<file path="src/rtl/cap_regs_pkg.sv">
// Register map, field positions and address decode shared by the ADC capture
// register bank.
package cap_regs_pkg;

    localparam logic [31:0] OFF_CTRL    = 32'h00;
    localparam logic [31:0] OFF_LEN     = 32'h04;
    localparam logic [31:0] OFF_CFG     = 32'h08;
    localparam logic [31:0] OFF_STATUS  = 32'h0C;
    localparam logic [31:0] OFF_SCRATCH = 32'h10;
    localparam logic [31:0] OFF_ID      = 32'h14;
    localparam logic [31:0] OFF_LAST    = OFF_ID;

    localparam int CTRL_START_BIT  = 0;
    localparam int CTRL_IRQ_EN_BIT = 1;
    localparam int STAT_BUSY_BIT   = 0;
    localparam int STAT_DONE_BIT   = 1;
    localparam int STAT_REJ_BIT    = 2;
    localparam int STAT_WRCNT_LSB  = 16;

    localparam logic [31:0] ID_VALUE_DEFAULT = 32'h4144_4301;

    typedef enum logic [2:0] {
        REG_CTRL,
        REG_LEN,
        REG_CFG,
        REG_STATUS,
        REG_SCRATCH,
        REG_ID,
        REG_NONE
    } reg_sel_e;

    // Byte-lane bits are ignored; anything past the ID register is unmapped.
    function automatic reg_sel_e decode(input logic [31:0] addr);
        logic [31:0] w_word;
        w_word = addr & 32'hFFFF_FFFC;
        case (w_word)
            OFF_CTRL:    decode = REG_CTRL;
            OFF_LEN:     decode = REG_LEN;
            OFF_CFG:     decode = REG_CFG;
            OFF_STATUS:  decode = REG_STATUS;
            OFF_SCRATCH: decode = REG_SCRATCH;
            OFF_ID:      decode = REG_ID;
            default:     decode = REG_NONE;
        endcase
    endfunction

endpackage

</file>
<file path="src/rtl/apb_wait_ctr.sv">
// APB completer wait-state counter: holds pready low for WAIT_STATES extra
// ACCESS cycles, then completes the transfer.
module apb_wait_ctr #(
    parameter int WAIT_STATES = 0
) (
    input  logic i_clk,
    input  logic i_rst,
    input  logic i_psel,
    input  logic i_penable,
    output logic o_pready
);

    localparam logic [1:0] WS = 2'(WAIT_STATES);

    logic [1:0] r_wcnt;
    logic       w_access;

    assign w_access = i_psel & i_penable;

    always_ff @(posedge i_clk or posedge i_rst) begin
        if (i_rst) begin
            r_wcnt <= '0;
        end else if (!w_access) begin
            r_wcnt <= '0;
        end else if (r_wcnt != WS) begin
            r_wcnt <= r_wcnt + 2'd1;
        end
    end

    // Gated by reset so a zero-wait completer cannot complete while held in reset.
    assign o_pready = !i_rst & w_access & (r_wcnt == WS);

endmodule

</file>
<file path="src/rtl/apb_capture_regs.sv">
// APB3 register bank for the ADC capture engine: configuration, start pulse,
// sticky status and level interrupt.
module apb_capture_regs
    import cap_regs_pkg::*;
#(
    parameter int          ADDR_W      = 8,
    parameter int          WAIT_STATES = 0,
    parameter logic [31:0] ID_VALUE    = ID_VALUE_DEFAULT
) (
    input  logic              hfclk_i,
    input  logic              erst_i,
    input  logic [ADDR_W-1:0] paddr,
    input  logic              psel,
    input  logic              penable,
    input  logic              pwrite,
    input  logic [31:0]       pwdata,
    output logic              pready,
    output logic [31:0]       prdata,
    output logic              pslverr,
    output logic              cap_start_o,
    output logic [15:0]       cap_len_o,
    output logic [7:0]        cap_cfg_o,
    input  logic              cap_busy_i,
    input  logic              cap_done_i,
    input  logic [15:0]       cap_wr_cnt_i,
    output logic              irq_o
);

    logic        w_pready;
    reg_sel_e    w_sel;
    logic        w_err;
    logic        w_wr;
    logic        w_wr_ctrl;
    logic        w_wr_status;
    logic        w_start_req;
    logic [31:0] w_rdata;

    logic        r_irq_en;
    logic [15:0] r_len;
    logic [7:0]  r_cfg;
    logic [31:0] r_scratch;
    logic        r_done;
    logic        r_rej;
    logic        r_start;
    logic        r_irq;

    apb_wait_ctr #(
        .WAIT_STATES(WAIT_STATES)
    ) u_wait_ctr (
        .i_clk    (hfclk_i),
        .i_rst    (erst_i),
        .i_psel   (psel),
        .i_penable(penable),
        .o_pready (w_pready)
    );

    assign w_sel       = decode(32'(paddr));
    assign w_err       = (w_sel == REG_NONE) | (pwrite & (w_sel == REG_ID));
    assign w_wr        = w_pready & pwrite & !w_err;
    assign w_wr_ctrl   = w_wr & (w_sel == REG_CTRL);
    assign w_wr_status = w_wr & (w_sel == REG_STATUS);
    assign w_start_req = w_wr_ctrl & pwdata[CTRL_START_BIT];

    always_ff @(posedge hfclk_i or posedge erst_i) begin
        if (erst_i) begin
            r_irq_en  <= 1'b0;
            r_len     <= '0;
            r_cfg     <= '0;
            r_scratch <= '0;
            r_done    <= 1'b0;
            r_rej     <= 1'b0;
            r_start   <= 1'b0;
            r_irq     <= 1'b0;
        end else begin
            if (w_wr_ctrl) begin
                r_irq_en <= pwdata[CTRL_IRQ_EN_BIT];
            end
            if (w_wr && (w_sel == REG_LEN)) begin
                r_len <= pwdata[15:0];
            end
            if (w_wr && (w_sel == REG_CFG)) begin
                r_cfg <= pwdata[7:0];
            end
            if (w_wr && (w_sel == REG_SCRATCH)) begin
                r_scratch <= pwdata;
            end
            r_start <= w_start_req & !cap_busy_i;
            r_rej   <= (w_start_req & cap_busy_i)
                     | (r_rej & !(w_wr_status & pwdata[STAT_REJ_BIT]));
            // A completion arriving with a W1C of DONE must not be lost.
            r_done  <= cap_done_i
                     | (r_done & !(w_wr_status & pwdata[STAT_DONE_BIT]));
            r_irq   <= r_done & r_irq_en;
        end
    end

    always_comb begin
        w_rdata = '0;
        case (w_sel)
            REG_CTRL:    w_rdata[CTRL_IRQ_EN_BIT] = r_irq_en;
            REG_LEN:     w_rdata[15:0] = r_len;
            REG_CFG:     w_rdata[7:0] = r_cfg;
            REG_STATUS: begin
                w_rdata[STAT_BUSY_BIT]          = cap_busy_i;
                w_rdata[STAT_DONE_BIT]          = r_done;
                w_rdata[STAT_REJ_BIT]           = r_rej;
                w_rdata[STAT_WRCNT_LSB +: 16]   = cap_wr_cnt_i;
            end
            REG_SCRATCH: w_rdata = r_scratch;
            REG_ID:      w_rdata = ID_VALUE;
            default:     w_rdata = '0;
        endcase
    end

    assign pready      = w_pready;
    assign prdata      = (w_pready & !pwrite) ? w_rdata : '0;
    assign pslverr     = w_pready & w_err;
    assign cap_start_o = r_start;
    assign cap_len_o   = r_len;
    assign cap_cfg_o   = r_cfg;
    assign irq_o       = r_irq;

endmodule

</file>
<file path="config.mk">
export PLATFORM = sky130hd
export DESIGN_NAME = apb_capture_regs
export DESIGN_NICKNAME = d
export VERILOG_FILES = /design/src/rtl/cap_regs_pkg.sv /design/src/rtl/apb_wait_ctr.sv /design/src/rtl/apb_capture_regs.sv
export SDC_FILE = /design/constraint.sdc
export NUM_CORES = 1
export LEC_CHECK = 0
export ABC_CLOCK_PERIOD_IN_PS = 12660
export CAP_MARGIN = 20
export CORE_UTILIZATION = 42
export CTS_CLUSTER_DIAMETER = 200
export DETAILED_ROUTE_END_ITERATION = 7
export GPL_ROUTABILITY_DRIVEN = 0
export PLACE_DENSITY = 0.77
export SYNTH_ARGS = -nofsm -noshare
export SYNTH_HDL_FRONTEND = slang
export SYNTH_SLANG_ARGS = --single-unit
export TNS_END_PERCENT = 10
</file>
<file path="constraint.sdc">
create_clock -name hfclk_i -period 12.66 [get_ports hfclk_i]
set_clock_uncertainty 0.1 [all_clocks]
set_input_delay 3.165 -clock hfclk_i [delete_from_list [all_inputs] [get_ports hfclk_i]]
set_output_delay 3.165 -clock hfclk_i [all_outputs]
set_load 0.01 [all_outputs]
</file>
==> results of run 1 <==
## Yosys cell counts (all sizes together), types with 2 or more instances
cell type	count
dfrtp	63
inv	9
nor2	31
clkbuf	9
nand2b	2
nor3	6
mux2i	4
o21ai	10
o22ai	2
a21oi	17
nand3b	2
mux2	58
buf	9
nor4	3
ha	3
a22oi	27
nand2	19
and2	3
nand3	2
## stage by stage
step / setup slack, ns / area [sq um] / utilization [%]
after CTS: 2.70 / 4660 / 63.6
after detailed placement: 2.72 / 4470 / 61.0
after global routing: 2.46 / 4660 / 63.6
after floorplan: 3.41 / 3220 / -
after global placement: 2.67 / 4470 / 60.9
final: 2.71 / 4660 / 63.6
## final cells by class
| cell class | instances | area (sq um) | share of cell area (%) |
|---|---|---|---|
| Sequential cell | 63 | 1580 | 33.8 |
| Multi-Input combinational cell | 202 | 1520 | 32.5 |
| Timing Repair Buffer | 123 | 1220 | 26.2 |
| Clock buffer | 12 | 145 | 3.11 |
| Tap cell | 99 | 124 | 2.66 |
| Clock inverter | 4 | 45.0 | 0.966 |
| Inverter | 9 | 33.8 | 0.724 |
## worst max-delay path: stages
cell and delay (ns):
clkdlybuf4s50_1 0.59, nor4_1 0.51, nand2_1 0.14, ha_1 0.36
nor3_4 0.92, a22oi_1 0.21, a21oi_1 0.22, clkdlybuf4s50_1 0.56
## kinds of logic after synthesis
group                    share of synthesized area, %
adder cells (fa/ha/maj)                          1.17
AND/OR/NAND/NOR                                  11.3
XOR/XNOR                                        0.272
flip-flops                                       49.0
buffers and inverters                            4.16
AO/OA/AOI/OAI                                    12.6
multiplexers                                     21.5
## report_power, final
| group | internal (W) | leakage (nW) | switching, W | total [W] |
|---|---|---|---|---|
| sequential | 0.000204 | 0.873 | 0.00000165 | 0.000205 |
| clock | 0.0000955 | 0.100 | 0.0000742 | 0.000170 |
| combinational | 0.0000238 | 1.01 | 0.0000162 | 0.0000401 |
| total | 0.000323 | 1.98 | 0.0000921 | 0.000415 |
## state kept, by name, summed over array words and instances (netlist names)
signal and count:
u_wait_ctr.r_wcnt 2, cap_start_o 1, irq_o 1, r_irq_en 1, cap_cfg_o 8, r_scratch 32, cap_len_o 16, r_rej 1
r_done 1
## routing by layer
layer	track usage [%]	routed length (microns)	share of wire, %
met5	0	0	0
met4	8.95	81	0.94
met3	5.17	512	6.0
met2	35.0	4310	50
met1	29.9	3680	43
## final timing paths
kind                                                  start                        end  slack [ns]  cells past startpoint
max in group asynchronous                            erst_i   r_scratch[4]$_DFFE_PP0P_        8.61                      3
min                               r_scratch[14]$_DFFE_PP0P_  r_scratch[14]$_DFFE_PP0P_        0.38                      1
min in group asynchronous                            erst_i   r_scratch[6]$_DFFE_PP0P_        3.35                      3
max                                                paddr[4]                  prdata[6]        2.71                      8
min reg2reg                       r_scratch[14]$_DFFE_PP0P_  r_scratch[14]$_DFFE_PP0P_        0.38                      1
max reg2reg                u_wait_ctr.r_wcnt[0]$_DFFE_PP0P_   r_scratch[4]$_DFFE_PP0P_        9.86                      6
==> results.cfg, run 1 <==
[yosys]
syn_area_sq_mm = 0.00322
synth_edf_count = 0
ys_seq_area_share_pct = 49.0
yosysWarnings = 0
yosysUniqueCellTypes = 40
ys_seq_elements = 63
syn_nets = 358
synth_area_leaders = dfrtp_1 (49%), mux2_1 (12%), mux2_2 (8.4%)
syn_area_per_cell_sq_um = 11.0
yosys.area.top_type = dfrtp_1
syn-instance-count = 292
synthArstFlopShare_pct = 100
ys.flop_type = dfrtp_1
yosysTopAreaCellShare_pct = 49.0

[final_layout]
drive_gt1_share_pct = 11.9
fill_cells = 580
mostFrequentLayoutCell = clkdlybuf4s50_1
fin_nets = 474
syn_to_final_growth_pct = 44.8
final_cells = 512
final_cell_mix = clkdlybuf4s50_1 (120), dfrtp_1 (63), mux2_1 (34)
antennaDiodeCount = 0

[detailed_routing]
final_antenna_net_count = 0
finalWirelength_mm = 8.59
post_drt_wl_per_cell_microns = 16.8
vias_per_cell = 5.24
drtPass1Iterations = 4
drt_iter0_markers = 93
vias = 2683
drcViolationCount = 0

[global_routing]
track_usage_pct = 22.3
antenna_found_initial = 0
grt_max_degree = 64
grt_pass1_vias = 2637
grt_pass1_wl_mm = 13.2
overflow = 0

[placed_design]
io_buffers = 120
post-place-cells = 496
dpl.hpwl_mm = 6.03

[clocking]
cts_hold_buf = 0
cts_tree = built
clk_path_buf_depth = 2
clk_latency_ns = 0.32
clockRootBuffer = clkbuf_8
cts-resized-gates = 0
clkTransAtPathRegs_ns = 0.07
cts_setup_buffers = 0
htree_levels = 3
cts_sinks = 63
cts_made_buffers = 9

[flow_run]
maxCapViolations = 0

[timing]
final-max-slew-violation-count = 0
period_minus_slack_ns = 9.95
slew_headroom_pct = 27.4
rsz0062_at_grt = no
final_hold_viol_count = 0
clock.fmax_mhz = 101
setup_viol = 0
fin_crit_sh_pct = 78.6
fin_tns_setup_ns = 0
worst_pin_slew_ns = 1.08
hold_slack_ns = 0.381

[power_and_ir_drop]
p_per_area_mw_per_mm2 = 89.0
p_total_w = 0.000415
power_leakage_nw = 1.98
peakVddDrop_mv = 0.0691

[worst_setup_path]
crit_type = in2out
cp_data_arrival_time_ns = 6.68
critPathMaxFanout = 27
startpoint_type = primary input
worstPathRequired_ns = 9.39
critPathCaptureType = output port

[die]
core_sq_mm = 0.00733
die-area_sq_mm = 0.00802
dieWidth_microns = 89.6
ios = 123
placementRows = 31
fp.dieH_microns = 89.6
initial_utilization_pct = 43.9

[hold_path]
hp-class = reg2reg

[outcome]
status = finished, final reports clean
(Power assumes the default switching activity.)
==> inputs of run 2 (changes only) <==
- ABC_CLOCK_PERIOD_IN_PS: 12660 -> 8660
- CORE_UTILIZATION: 42 -> 40
- clock period: 12.66 -> 8.66 ns (I/O delays scaled with it)
==> results.cfg, run 2 (same netlist as run 1, synthesis figures left out) <==
[outcome]
status = finished, final reports clean

[die]
initial_utilization_pct = 41.5
dieWidth_microns = 91.7
die-area_sq_mm = 0.00841
fp.dieH_microns = 91.7
placementRows = 32
core_sq_mm = 0.00777
ios = 123

[power_and_ir_drop]
peakVddDrop_mv = 0.0840
p_total_w = 0.000578
p_per_area_mw_per_mm2 = 124
power_leakage_nw = 1.97

[timing]
hold_slack_ns = 0.380
slew_headroom_pct = 45.8
setup_viol = 0
clock.fmax_mhz = 131
fin_tns_setup_ns = 0
period_minus_slack_ns = 7.65
final-max-slew-violation-count = 0
fin_crit_sh_pct = 88.4
final_hold_viol_count = 0
worst_pin_slew_ns = 0.810
rsz0062_at_grt = no

[worst_setup_path]
cp.buffers_inverters = 2
reg2reg_slack_ns = 5.75
crit_type = in2out
path_delay_family = simple AND/OR/NAND/NOR gates
slowest_delay_ns = 0.58
reg2reg_to = r_scratch[1]$_DFFE_PP0P_
r2r_cells = 7
reg2reg_from = u_wait_ctr.r_wcnt[0]$_DFFE_PP0P_
worstPathCellList = clkdlybuf4s50_1, nor4_1, nand2_1, ha_1, nor2_1, nand2_1, nor2_1, a22oi_1, a21oi_1, clkdlybuf4s50_1
cp_data_arrival_time_ns = 5.39
startpoint_type = primary input
critPathSlowestCell = clkdlybuf4s50_1
critPathCaptureType = output port
critPathMaxFanout = 11
worstPathRequired_ns = 6.40

[clocking]
cts_tree = built
clockRootBuffer = clkbuf_8
clkTransAtPathRegs_ns = 0.06
clk_latency_ns = 0.32
cts_sinks = 63
htree_levels = 3
cts_setup_buffers = 0
clk_path_buf_depth = 2
cts-resized-gates = 0
cts_hold_buf = 0
cts_made_buffers = 9

[final_layout]
fill_cells = 682
fin_nets = 476
drive_gt1_share_pct = 11.6
antennaDiodeCount = 0
largest_register = r_scratch
mostFrequentLayoutCell = clkdlybuf4s50_1
syn_to_final_growth_pct = 44.6
final_cell_mix = clkdlybuf4s50_1 (120), dfrtp_1 (63), mux2_1 (34)
largest_reg_flops = 32

[hold_path]
hp-class = reg2reg
min_delay_worst_endpoint = r_scratch[14]$_DFFE_PP0P_
min_from = r_scratch[14]$_DFFE_PP0P_
hold_depth = 1

[placed_design]
dpl.hpwl_mm = 5.90
io_buffers = 120

[detailed_routing]
finalWirelength_mm = 8.34
vias = 2717
final_antenna_net_count = 0
drcViolationCount = 0
drt_iter0_markers = 121
drtPass1Iterations = 4
post_drt_wl_per_cell_microns = 16.2
vias_per_cell = 5.28

[global_routing]
grt_pass1_vias = 2784
antenna_found_initial = 0
track_usage_pct = 20.9
grt_pass1_wl_mm = 13.7
overflow = 0
grt_max_degree = 64

[flow_run]
maxCapViolations = 0
## run 2: worst max-delay path by stage
stage                        start  cells past startpoint  slack [ns]    endpoint
final                     paddr[4]                     10        1.01   prdata[7]
after global routing      paddr[4]                     10        0.69   prdata[6]
after CTS                 paddr[4]                     10        0.99   prdata[4]
after detailed placement  paddr[4]                     10        1.01   prdata[4]
after global placement    paddr[4]                     10        1.08   prdata[5]
after floorplan             erst_i                      6        1.41  prdata[17]
## run 2: cell type report
cell class / instances / area [sq um] / area share [%]
multi-input cells: 202 / 1520 / 32.5
flip-flops and latches: 63 / 1580 / 33.9
clock buffers: 13 / 159 / 3.41
inverters: 9 / 33.8 / 0.726
well taps: 102 / 128 / 2.74
repair buffers: 125 / 1240 / 26.6
clock inverters: 1 / 5.00 / 0.107
## run 2: worst register-to-register path, delay by kind of cell (launching register included)
| family | cells | cell delay [ns] |
|---|---|---|
| buffers and inverters | 2 | 0.48 |
| AND/OR/NAND/NOR | 3 | 1.23 |
| multiplexers | 1 | 0.38 |
| flip-flops | 1 | 0.39 |
| adder cells (fa/ha/maj) | 1 | 0.21 |
## run 2: layer usage
layer	GRT usage [%]	part of all wire, %
met1	26.5	44
met2	33.5	48
met3	5.31	5.8
met4	9.64	2.0
met5	0	0
## run 2: report_power, final
part	internal (W)	total (W)	leakage [nW]	switching, W
clock	0.000116	0.000219	0.0854	0.000103
combinational	0.0000348	0.0000583	1.02	0.0000235
sequential	0.000298	0.000300	0.873	0.00000247
## run 2: through the flow
| step | cell area, sq um | instances | utilization [%] | setup WS (ns) |
|---|---|---|---|---|
| floorplan | 3220 | 292 | - | 1.41 |
| global placement | 4490 | 501 | 57.8 | 1.08 |
| detailed placement | 4490 | 501 | 57.8 | 1.01 |
| CTS | 4660 | 515 | 59.9 | 0.994 |
| global route | 4660 | 515 | 59.9 | 0.685 |
| finish | 4660 | 515 | 59.9 | 1.01 |
